**config.mk**
```make
export PLATFORM = sky130hd
export DESIGN_NAME = bcd_display_driver
export DESIGN_NICKNAME = d
export VERILOG_FILES = /design/src/rtl/bcd_display_pkg.sv /design/src/rtl/bcd_to_7seg.sv /design/src/rtl/bcd_display_driver.sv
export SDC_FILE = /design/constraint.sdc
export NUM_CORES = 1
export LEC_CHECK = 0
export ABC_AREA = 1
export BUFFER_PORTS_ARGS = -buffer_cell sky130_fd_sc_hd__buf_4
export CAP_MARGIN = 20
export CORE_MARGIN = 2
export CORE_UTILIZATION = 42
export CTS_BUF_LIST = sky130_fd_sc_hd__clkbuf_4
export CTS_CLUSTER_SIZE = 8
export DETAILED_ROUTE_END_ITERATION = 10
export MAX_ROUTING_LAYER = met4
export SETUP_SLACK_MARGIN = 0.3
export SLEW_MARGIN = 10
export SYNTH_ARGS = -nofsm -noshare
export SYNTH_HDL_FRONTEND = slang
export SYNTH_SLANG_ARGS = --single-unit
```
**constraint.sdc**
```tcl
create_clock -name clk -period 4.49 [get_ports clk]
set_clock_uncertainty 0.15 [all_clocks]
set_input_delay 0.898 -clock clk [delete_from_list [all_inputs] [get_ports clk]]
set_output_delay 0.898 -clock clk [all_outputs]
set_load 0.01 [all_outputs]
```
**src/rtl/bcd_display_pkg.sv**
```systemverilog
// Shared types and constants for the BCD seven-segment display driver.
// Segment patterns are active-low {g,f,e,d,c,b,a}.
package bcd_display_pkg;

    typedef enum logic [1:0] {
        C_IDLE = 2'd0,
        C_REQ  = 2'd1,
        C_BUSY = 2'd2
    } cap_state_e;

    localparam logic [6:0]  SEG_OFF    = 7'h7F;
    localparam logic [6:0]  SEG_DASH   = 7'h3F;
    localparam int unsigned NUM_DIGITS = 8;

endpackage

```
**src/rtl/bcd_to_7seg.sv**
```systemverilog
// Combinational BCD digit to active-low seven-segment pattern.
// Codes 10-15 are not decimal digits and show a dash.
module bcd_to_7seg
    import bcd_display_pkg::*;
(
    input  logic [3:0] code_i,
    output logic [6:0] seg_o
);

    always_comb begin
        seg_o = SEG_DASH;
        case (code_i)
            4'd0: seg_o = 7'h40;
            4'd1: seg_o = 7'h79;
            4'd2: seg_o = 7'h24;
            4'd3: seg_o = 7'h30;
            4'd4: seg_o = 7'h19;
            4'd5: seg_o = 7'h12;
            4'd6: seg_o = 7'h02;
            4'd7: seg_o = 7'h78;
            4'd8: seg_o = 7'h00;
            4'd9: seg_o = 7'h10;
            default: seg_o = SEG_DASH;
        endcase
    end

endmodule

```
**src/rtl/bcd_display_driver.sv**
```systemverilog
// Captures converter results on a periodic request and multiplexes them
// onto an 8-digit common-anode display with leading-zero blanking.
module bcd_display_driver
    import bcd_display_pkg::*;
#(
    parameter int unsigned REFRESH_DIV = 100000,
    parameter int unsigned UPDATE_DIV  = 10000000,
    parameter bit          LZ_BLANK    = 1'b1
) (
    input  logic        clk,
    input  logic        reset,
    input  logic        conv_idle,
    input  logic [31:0] conv_bcd,
    input  logic [7:0]  dots,
    input  logic        blank,
    output logic        conv_trigger,
    output logic [7:0]  anodes,
    output logic [6:0]  segments,
    output logic        dp
);

    localparam int unsigned UW = $clog2(UPDATE_DIV);
    localparam int unsigned RW = $clog2(REFRESH_DIV);

    logic [UW-1:0] upd_cnt_q;
    logic [RW-1:0] ref_cnt_q;
    logic [2:0]    digit_q;
    logic          update_tick;
    logic          ref_wrap;

    cap_state_e    state_q;
    logic          trig_q;
    logic [31:0]   disp_q;

    logic [7:0]    anodes_q, anodes_d;
    logic [6:0]    segments_q, segments_d;
    logic          dp_q, dp_d;

    logic [3:0]    code;
    logic [6:0]    seg_dec;
    logic [7:0]    zero_above;
    logic          suppress;
    logic          off;

    assign update_tick = (upd_cnt_q == UW'(UPDATE_DIV - 1));
    assign ref_wrap    = (ref_cnt_q == RW'(REFRESH_DIV - 1));

    always_ff @(posedge clk or posedge reset) begin
        if (reset) begin
            upd_cnt_q <= '0;
            ref_cnt_q <= '0;
            digit_q   <= '0;
        end else begin
            upd_cnt_q <= update_tick ? '0 : upd_cnt_q + UW'(1);
            ref_cnt_q <= ref_wrap ? '0 : ref_cnt_q + RW'(1);
            if (ref_wrap) begin
                digit_q <= digit_q + 3'd1;
            end
        end
    end

    // Trigger is registered and high only while in C_REQ.
    always_ff @(posedge clk or posedge reset) begin
        if (reset) begin
            state_q <= C_IDLE;
            trig_q  <= 1'b0;
            disp_q  <= '0;
        end else begin
            case (state_q)
                C_IDLE: begin
                    if (update_tick && conv_idle) begin
                        state_q <= C_REQ;
                        trig_q  <= 1'b1;
                    end
                end
                C_REQ: begin
                    if (!conv_idle) begin
                        state_q <= C_BUSY;
                        trig_q  <= 1'b0;
                    end
                end
                C_BUSY: begin
                    if (conv_idle) begin
                        disp_q  <= conv_bcd;
                        state_q <= C_IDLE;
                    end
                end
                default: begin
                    state_q <= C_IDLE;
                    trig_q  <= 1'b0;
                end
            endcase
        end
    end

    assign code = disp_q[{digit_q, 2'b00} +: 4];

    bcd_to_7seg u_dec (
        .code_i (code),
        .seg_o  (seg_dec)
    );

    // zero_above[k]: digits k..7 are all zero (invalid codes count as non-zero).
    always_comb begin
        zero_above = '0;
        for (int unsigned k = 0; k < NUM_DIGITS; k++) begin
            zero_above[k] = ((disp_q >> (4 * k)) == '0);
        end
        suppress   = LZ_BLANK && (digit_q != 3'd0) && zero_above[digit_q];
        off        = blank || suppress;
        anodes_d   = off ? '1 : ~(8'b0000_0001 << digit_q);
        segments_d = off ? SEG_OFF : seg_dec;
        dp_d       = off ? 1'b1 : ~dots[digit_q];
    end

    always_ff @(posedge clk or posedge reset) begin
        if (reset) begin
            anodes_q   <= '1;
            segments_q <= SEG_OFF;
            dp_q       <= 1'b1;
        end else begin
            anodes_q   <= anodes_d;
            segments_q <= segments_d;
            dp_q       <= dp_d;
        end
    end

    assign conv_trigger = trig_q;
    assign anodes       = anodes_q;
    assign segments     = segments_q;
    assign dp           = dp_q;

endmodule
```
After elaboration in Yosys (flattened, before gate mapping)
Memories as Yosys holds them, arrays and structs flattened.
Index checks and enable logic that the tools add are counted.
- $add $sub $neg: 3
- $mul: 0
- divide/modulo/power cells: 0
- order comparisons: 1
- equality and inequality tests: 7
- shift-type cells: 2
- multiplexer cells: 16
- bitwise gates (word level): 3
- reductions and logical operators: 16
- operator list (cell ; number):
    logical NOT 32 bit ; 8
    variable part select 32 x 6 -> 4 bit ; 1
    adder 24 x 1 -> 24 bit, second input constant ; 1
    == test 24 bit, second input constant ; 1
    two-way mux 24 bit ; 1
    adder 17 x 1 -> 17 bit, second input constant ; 1
    == test 17 bit, second input constant ; 1
    two-way mux 17 bit ; 1
    two-way mux 8 bit ; 1
    inverter 8 bit ; 1
    left shift 1 x 3 -> 8 bit, first input constant ; 1
    two-way mux 7 bit ; 1
    binary-select mux 1 bit (select 3 bit) ; 2
    two-way mux 2 bit ; 3
    != test 2 bit, second input constant ; 3
    one-hot mux 2 bit (3 select lines) ; 1
    AND reduction 3 bit ; 2
    two-way mux 1 bit ; 5
    less-than comparator 3 x 4 -> 1 bit, second input constant ; 1
    adder 3 x 1 -> 3 bit, second input constant ; 1
    one-hot mux 1 bit (3 select lines) ; 1
    nonzero test 3 bit ; 1
    == test 2 x 1 -> 1 bit, second input constant ; 1
    == test 2 bit, second input constant ; 1
    other kinds (5) ; 7
- register bits: 95
- bits in latches: 0
- memory bits (writable): 0
- ROM bits: 112
- input bits: 44
- output and inout bits: 17
- logic and storage cells: 58
- memories kept: 1
- memories (name ; depth ; bits a word ; read ports ; clocked after Yosys merged registers in ; write ports ; RTL line ; RTL):
    (no name shown) ; 16 ; 7 ; 1 ; 0 ; 0 ; bcd_to_7seg.sv:12 ; case (code_i)

Logic depth before layout (Yosys ltp)
Gate-level depths: netlist of run 1.
- depth in word-level cells: 6
- gate-level depth with buffers: 16

Modules after synthesis
Synthesis of run 1 repeated with hierarchy kept, for this count alone.
- cell total of the unflattened synthesis: 636
- area, all modules: 5142.4 µm²
- by module, submodules not included (module ; times used ; cells an instance ; area an instance (µm²) ; sequential area each (µm²)):
    bcd_display_driver ; 1 ; 601 ; 4954.8 ; 2397.3
    bcd_to_7seg ; 1 ; 35 ; 187.7 ; 0.0

Worst setup path before layout of run 1
No wires, ideal clock.
- path type: register to register
- from: reg digit_q[0]
- to: reg segments_q[3] (netlist: segments[3])
- setup time: 60 ps
- arrival time: 1671 ps
- setup slack: 2608 ps
- cell stages (with the launch flop): 15
- buffers on the path: 2
- clock period less this slack: 1882 ps
- cell sequence: dfrtp_1 buf_6 inv_6 buf_6 nor2_1 o21ai_0 nand2_1 nand2_1 inv_1 ha_1 nand2_1 nand3_1 nand2_1 inv_1 nand2_1
- longest elaborated chain between the ends: 5
- ends and longest elaborated chain (what ; RTL line ; RTL):
    from (decl) ; bcd_display_driver.sv:27 ; logic [2:0] digit_q;
    from (signal assigned) ; bcd_display_driver.sv:57 ; digit_q <= digit_q + 3'd1;
    branches (longest 4 deep; another with memory (16 x 7 bit)) ; - ;
    two-way mux 7 bit (*) ; bcd_display_driver.sv:112 ; segments_d = off ? SEG_OFF : seg_dec;
    named net segments_d[3] ; bcd_display_driver.sv:36 ; logic [6:0] segments_q, segments_d;
    to (signal assigned) ; bcd_display_driver.sv:123 ; segments_q <= segments_d;
    to (decl) ; bcd_display_driver.sv:36 ;
Mark *: on every way through the listed nets, which the timed path passes. The select of a mux whose other input is x is not followed.
A chain may end at the register's enable or synchronous reset.

Worst setup path after layout of run 1
Ends and elaborated chain as after synthesis.

==> reports/results.ini, run 1 <==
[run_status]
outcome=finished, final reports clean

[logic_synthesis]
synth_edf_count=0
avgSynthCellArea_um2=7.76
yosysSeqAreaShare=0.456
synthesis.instances=678
synth_nets=735
synth_cell_types=44
ys.flop_type=dfrtp_1
synthesis.area_mm2=0.00526
ys_ff_latch=95
synthArstFlopShare=1.00
yosysWarnings=0

[drt]
firstDrtPassIters=7
routed_wl_um=12300
drt_iter0_drc=216
ant_nets=0
drc_errors=0
wl_per_cell_um=13.6
vias=4461
avgViaCountPerCell=4.90

[grt]
grt_max_degree=56
use_met3=0.0324
first_global_vias=4317
antenna_found_initial=0
grt.total_usage=0.204
grt-ovfl-total=0
grt.busiest_layer=met2
use_met2=0.302
use_met1=0.283
grt_pass1_wl_um=20700

[cts]
cts_resized=0
cts_root_buffer=clkbuf_4
clockBufferDepth=2
cts_tree=done
cts_buffers=9
postCtsHoldBufs=0
htree_num_levels=3
post_cts_buffers=0
cts_sinks=95
clk_latency_ns=0.47
path_clk_slew_ns=0.15

[worst_setup_path]
criticalPathCategory=reg2reg
crit_required_ns=4.77
crit_path_max_fanout=28
timing.rr.end=segments[3]$_DFF_PP1_
regToRegSetupSlack_ns=1.90
reg2reg_depth=13
worstPathArrival_ns=2.87
reg2reg_from=digit_q[0]$_DFFE_PP0N_
start_kind=flop
worstSetupStartpoint=digit_q[0]$_DFFE_PP0N_
cp-end-kind=flop

[cells_and_area]
seqCellArea_mm2=0.00240
multi_input_area_mm2=0.00230
n_fill_cell=1254
area_growth_pct=13.9
drive_above_1_share=0.168
antenna_cells=0
nets=794
finalCoreUtilization=0.495

[timing]
fin_crit_ns=2.59
worst_slew_pin_slew_ns=0.982
hold_viol_final=0
finalSetupTns_ns=0
setup_viol=0
drv_slew=0
rsz0062_at_grt=false
maxSlewHeadroom=0.346
post-route-period-util=0.577
setup_ws_ns=1.90
fmax_mhz=386

[die]
coreArea_mm2=0.0121
ios=61
die-area_mm2=0.0134
die_y_um=116
die_w_um=116
start_util=0.435
row_count=40

[worst_hold_path]
hold_path_class=in2async

[pwr]
irDropWorstVdd_v=0.000131
cellLeakagePower_nw=3.13
power_density_mw_per_mm2=257
total_power_mw=1.54

[placement]
place_congestion=0.930
dp_hpwl_um=9310
place_ws_ns=1.95
io_buffers=60

[flow_run]
maxCapViolations=0

[worst max path at each step]
stage | cells past startpoint | slack (ns) | end
finish | 13 | 1.90 | segments[3]$_DFF_PP1_
global route | 13 | 1.65 | segments[3]$_DFF_PP1_
CTS | 13 | 1.96 | segments[3]$_DFF_PP1_
detailed placement | 4 | 1.95 | disp_q[25]$_DFFE_PP0P_
global placement | 4 | 1.98 | disp_q[28]$_DFFE_PP0P_
floorplan | 1 | 0.99 | conv_trigger$_DFFE_PP0P_
[critical path, cell delays in order (launching register included)]
cell	delay, ns
dfrtp_1	1.02
inv_6	0.17
nand2_1	0.12
nand3_1	0.06
o21ai_0	0.08
nand2_1	0.07
nand2_1	0.17
inv_1	0.10
ha_1	0.29
nand2_1	0.07
nand3_1	0.06
nand2_1	0.07
inv_1	0.03
nand2_1	0.05
[state kept, by name, summed over array words and instances, names as in the netlist]
register      flops
anodes            8
conv_trigger      1
digit_q           3
disp_q           32
dp                1
ref_cnt_q        17
segments          7
state_q           2
upd_cnt_q        24
[per-stage QoR]
stage	instance area [µm²]	hold WS [ns]	cells
floorplan	5260	0.283	678
global placement	5830	0.304	893
detailed placement	5830	0.311	893
CTS	5970	0.330	909
global route	5990	0.188	910
finish	5990	0.201	910
[layer usage]
layer	up-vias	part of all wire
met1	2102	0.50
met3	21	0.043
li1	2239	-
met5	-	0
met4	0	0.019
met2	99	0.44
[placed cells by master, fill, tap and decap left out, types with 3 or more instances in the layout]
cell / netlist / final
nor4_2: 3 / 3
a21oi_1: 30 / 30
nor4_1: 8 / 8
nand4_1: 12 / 12
mux2_2: 6 / 6
nor2_1: 94 / 94
nand3_1: 52 / 52
ha_1: 13 / 13
inv_1: 113 / 112
o211ai_1: 4 / 4
xor2_1: 20 / 20
clkinv_2: 0 / 3
nand2_2: 4 / 5
clkbuf_4: 0 / 10
nor3_1: 16 / 16
nand3b_1: 3 / 3
buf_4: 2 / 63
o21ai_0: 10 / 10
dfstp_2: 16 / 16
inv_6: 1 / 4
dfrtp_1: 79 / 79
nand2_1: 155 / 154
[final cells by class]
class | instances | area share
multi-input combinational | 450 | 0.384
tap | 168 | 0.0351
timing repair buffer | 64 | 0.0823
sequential | 95 | 0.400
clock inverter | 6 | 0.0111
inverter | 117 | 0.0748
clock buffer | 10 | 0.0125
[Yosys cell counts (all sizes together), types with 2 or more instances]
cell | n | area, µm²
nor2 | 94 | 353
buf | 10 | 95.1
o21ai | 14 | 85.1
dfrtp | 79 | 1980
nor4 | 11 | 87.6
nor3 | 17 | 90.1
xor2 | 20 | 175
nand4 | 12 | 75.1
a21oi | 32 | 175
nand3 | 53 | 270
o211ai | 5 | 42.5
inv | 117 | 447
mux2 | 6 | 67.6
nand3b | 3 | 22.5
dfstp | 16 | 420
or2 | 2 | 12.5
clkbuf | 6 | 23.8
ha | 13 | 163
o221ai | 2 | 17.5
nand2 | 160 | 618
[cells by family after synthesis]
logic type,share of synthesized area
adders and majority gates,0.0309
and+or+nand+nor,0.293
xor gates and xnor gates,0.0350
AOI/OAI and AO/OA,0.0654
muxes,0.0128
DFF,0.456
buffers and inverters,0.107
[where the power goes]
| part | switching (mW) | total, mW | leakage [nW] | internal, mW |
|---|---|---|---|---|
| clock network | 0.307 | 0.487 | 0.0816 | 0.181 |
| logic | 0.0836 | 0.149 | 1.91 | 0.0659 |
| registers | 0.0154 | 0.906 | 1.13 | 0.890 |
(Power assumes the default switching activity.)
==> run 2, diff against run 1 <==
- ABC_AREA: 1 -> 0
- clock period: 4.49 -> 2.7 ns (I/O delays scaled with it)
==> run 2 against run 1 <==
  * Worst setup slack got worse by 1.5 ns
  * Sequential cell count unchanged
  * Maximum frequency increased by 14%
  * Cell count decreased by 34%
  * Wire length decreased by 26%
  * Synthesized cell count decreased by 44%
  * Core utilization increased by 2.5 points
  * Clock power increased by 60%
  * Register-to-register slack got worse by 1.5 ns
  * Clock-buffer cell count decreased by 1
  * Critical path type unchanged
==> reports/results.ini, run 2 <==
[placement]
placed_cell_area_mm2=0.00520
dp_hpwl_um=6670
io_buffers=60
place_ws_ns=0.110
dp.cells=577
place_congestion=0.856

[grt]
first_global_vias=3006
grt.total_usage=0.171
antenna_found_initial=1
grt_pass1_wl_um=15100
grt-ovfl-total=0
grt_max_degree=41

[timing]
worst_slew_pin_slew_ns=0.616
hold_viol_final=0
maxSlewHeadroom=0.588
post-route-period-util=0.843
fmax_mhz=439
drv_slew=0
setup_viol=0
finalSetupTns_ns=0
rsz0062_at_grt=false
fin_crit_ns=2.28
setup_ws_ns=0.424
hold_slack_ns=0.000709

[drt]
wl_per_cell_um=15.2
met1_length_um=4520
vias=3070
firstDrtPassIters=4
avgViaCountPerCell=5.14
drc_errors=0
wl_met2_um=4150
top_layer_used=met4
drt_iter0_drc=95
routed_wl_um=9080
ant_nets=0
met3_length_um=249

[logic_synthesis]
yosysSeqAreaShare=0.528
synthArstFlopShare=1.00
synth.largest_area_cell=dfrtp_1
synth_top_area_frac=0.436
synthesis.area_mm2=0.00454
synth_cell_types=48
avgSynthCellArea_um2=11.9
ys.flop_type=dfrtp_1
yosysWarnings=0
synth_edf_count=0
synthesis.instances=382
ys_ff_latch=95
yosysMostFrequentCell=dfrtp_1
synth_nets=439
synthTopCellsByCount=dfrtp_1, nor2_1, mux2_2
netlist_top_cells_area=dfrtp_1, dfstp_2, mux2_2

[pwr]
cellLeakagePower_nw=2.46
total_power_mw=2.68
irDropWorstVdd_v=0.000233
power_density_mw_per_mm2=495

[worst_setup_path]
criticalPathCategory=reg2reg
crit_path_max_fanout=11
cp-end-kind=flop
start_kind=flop
worstPathArrival_ns=2.52
crit_required_ns=2.95
reg2reg_depth=8

[flow_run]
maxCapViolations=0

[cells_and_area]
area_growth_pct=19.2
stdcell_count=597
layout_common_cells=dfrtp_1, buf_4, nor2_1
regMostFlops=disp_q
design_area_mm2=0.00541
drive_above_1_share=0.339
layout_commonest_cell=dfrtp_1
nets=512
finalCoreUtilization=0.519
reg_top3=disp_q: 32 flops, upd_cnt_q: 24 flops, ref_cnt_q: 17 flops
largest_register_ff_count=32

[die]
die_y_um=108
row_count=37
start_util=0.436
die-area_mm2=0.0117
ios=61
die_w_um=108
coreArea_mm2=0.0104

[cts]
cts_buffers=9
path_clk_slew_ns=0.16
cts_sinks=95
clk_latency_ns=0.44
postCtsHoldBufs=0
cts_root_buffer=clkbuf_4
cts_tree=done
clockBufferDepth=2
htree_num_levels=3

[worst_hold_path]
hold_path_class=in2async

[run_status]
outcome=finished, final reports clean

==> run 2: cells by family after synthesis <==
group / share of synthesized area
buf+inv: 0.0220
xor+xnor: 0.0695
fa+ha+maj: 0.0358
flops: 0.528
mux: 0.149
compound gates: 0.0358
simple gates: 0.159
==> run 2: cell type report <==
type | instances | area, µm²
Fill cell | 955 | 5010
Clock inverter | 7 | 71.3
Antenna cell | 1 | 2.50
Inverter | 10 | 41.3
Sequential cell | 95 | 2400
Clock buffer | 9 | 67.6
Tap cell | 136 | 170
Timing Repair Buffer | 74 | 593
Multi-Input combinational cell | 265 | 2060
==> run 2: path summary, 6_finish.rpt <==
kind                                              start                       to  slack, ns
worst max-delay path             digit_q[0]$_DFFE_PP0N_    segments[3]$_DFF_PP1_       0.42
worst min-delay path                              reset  upd_cnt_q[15]$_DFF_PP0_     0.0007
worst max register to register   digit_q[0]$_DFFE_PP0N_    segments[3]$_DFF_PP1_       0.42
worst min register to register  upd_cnt_q[12]$_DFF_PP0_  upd_cnt_q[12]$_DFF_PP0_       0.35
max in group asynchronous                         reset      anodes[4]$_DFF_PP1_       1.71
min in group clk                              conv_idle   state_q[1]$_DFFE_PP0P_       0.12
==> run 2: what timing repair did <==
item | in CTS | in global routing
resized for setup | 2 | 5
pin swaps | 0 | 1
setup endpoints to repair | 15 | 15
setup buffers | 0 | 3
==> run 2: worst max-delay path, cell delays in order (launching register included) <==
cell	delay, ns
dfrtp_2	0.42
buf_4	0.20
mux4_2	0.53
mux2i_2	0.21
inv_1	0.09
ha_1	0.19
or2_1	0.23
a21oi_1	0.15
o21ai_1	0.07
==> run 2: where the power goes <==
part	internal (mW)	switching [mW]
logic	0.184	0.148
registers	1.51	0.0556
clock network	0.285	0.495
total	1.98	0.698
==> run 2: per-layer routing <==
metal / vias up / track usage
li1: 1502 / -
met3: 12 / 0.0253
met5: - / -
met4: 0 / 0.0678
met2: 60 / 0.251
met1: 1496 / 0.241
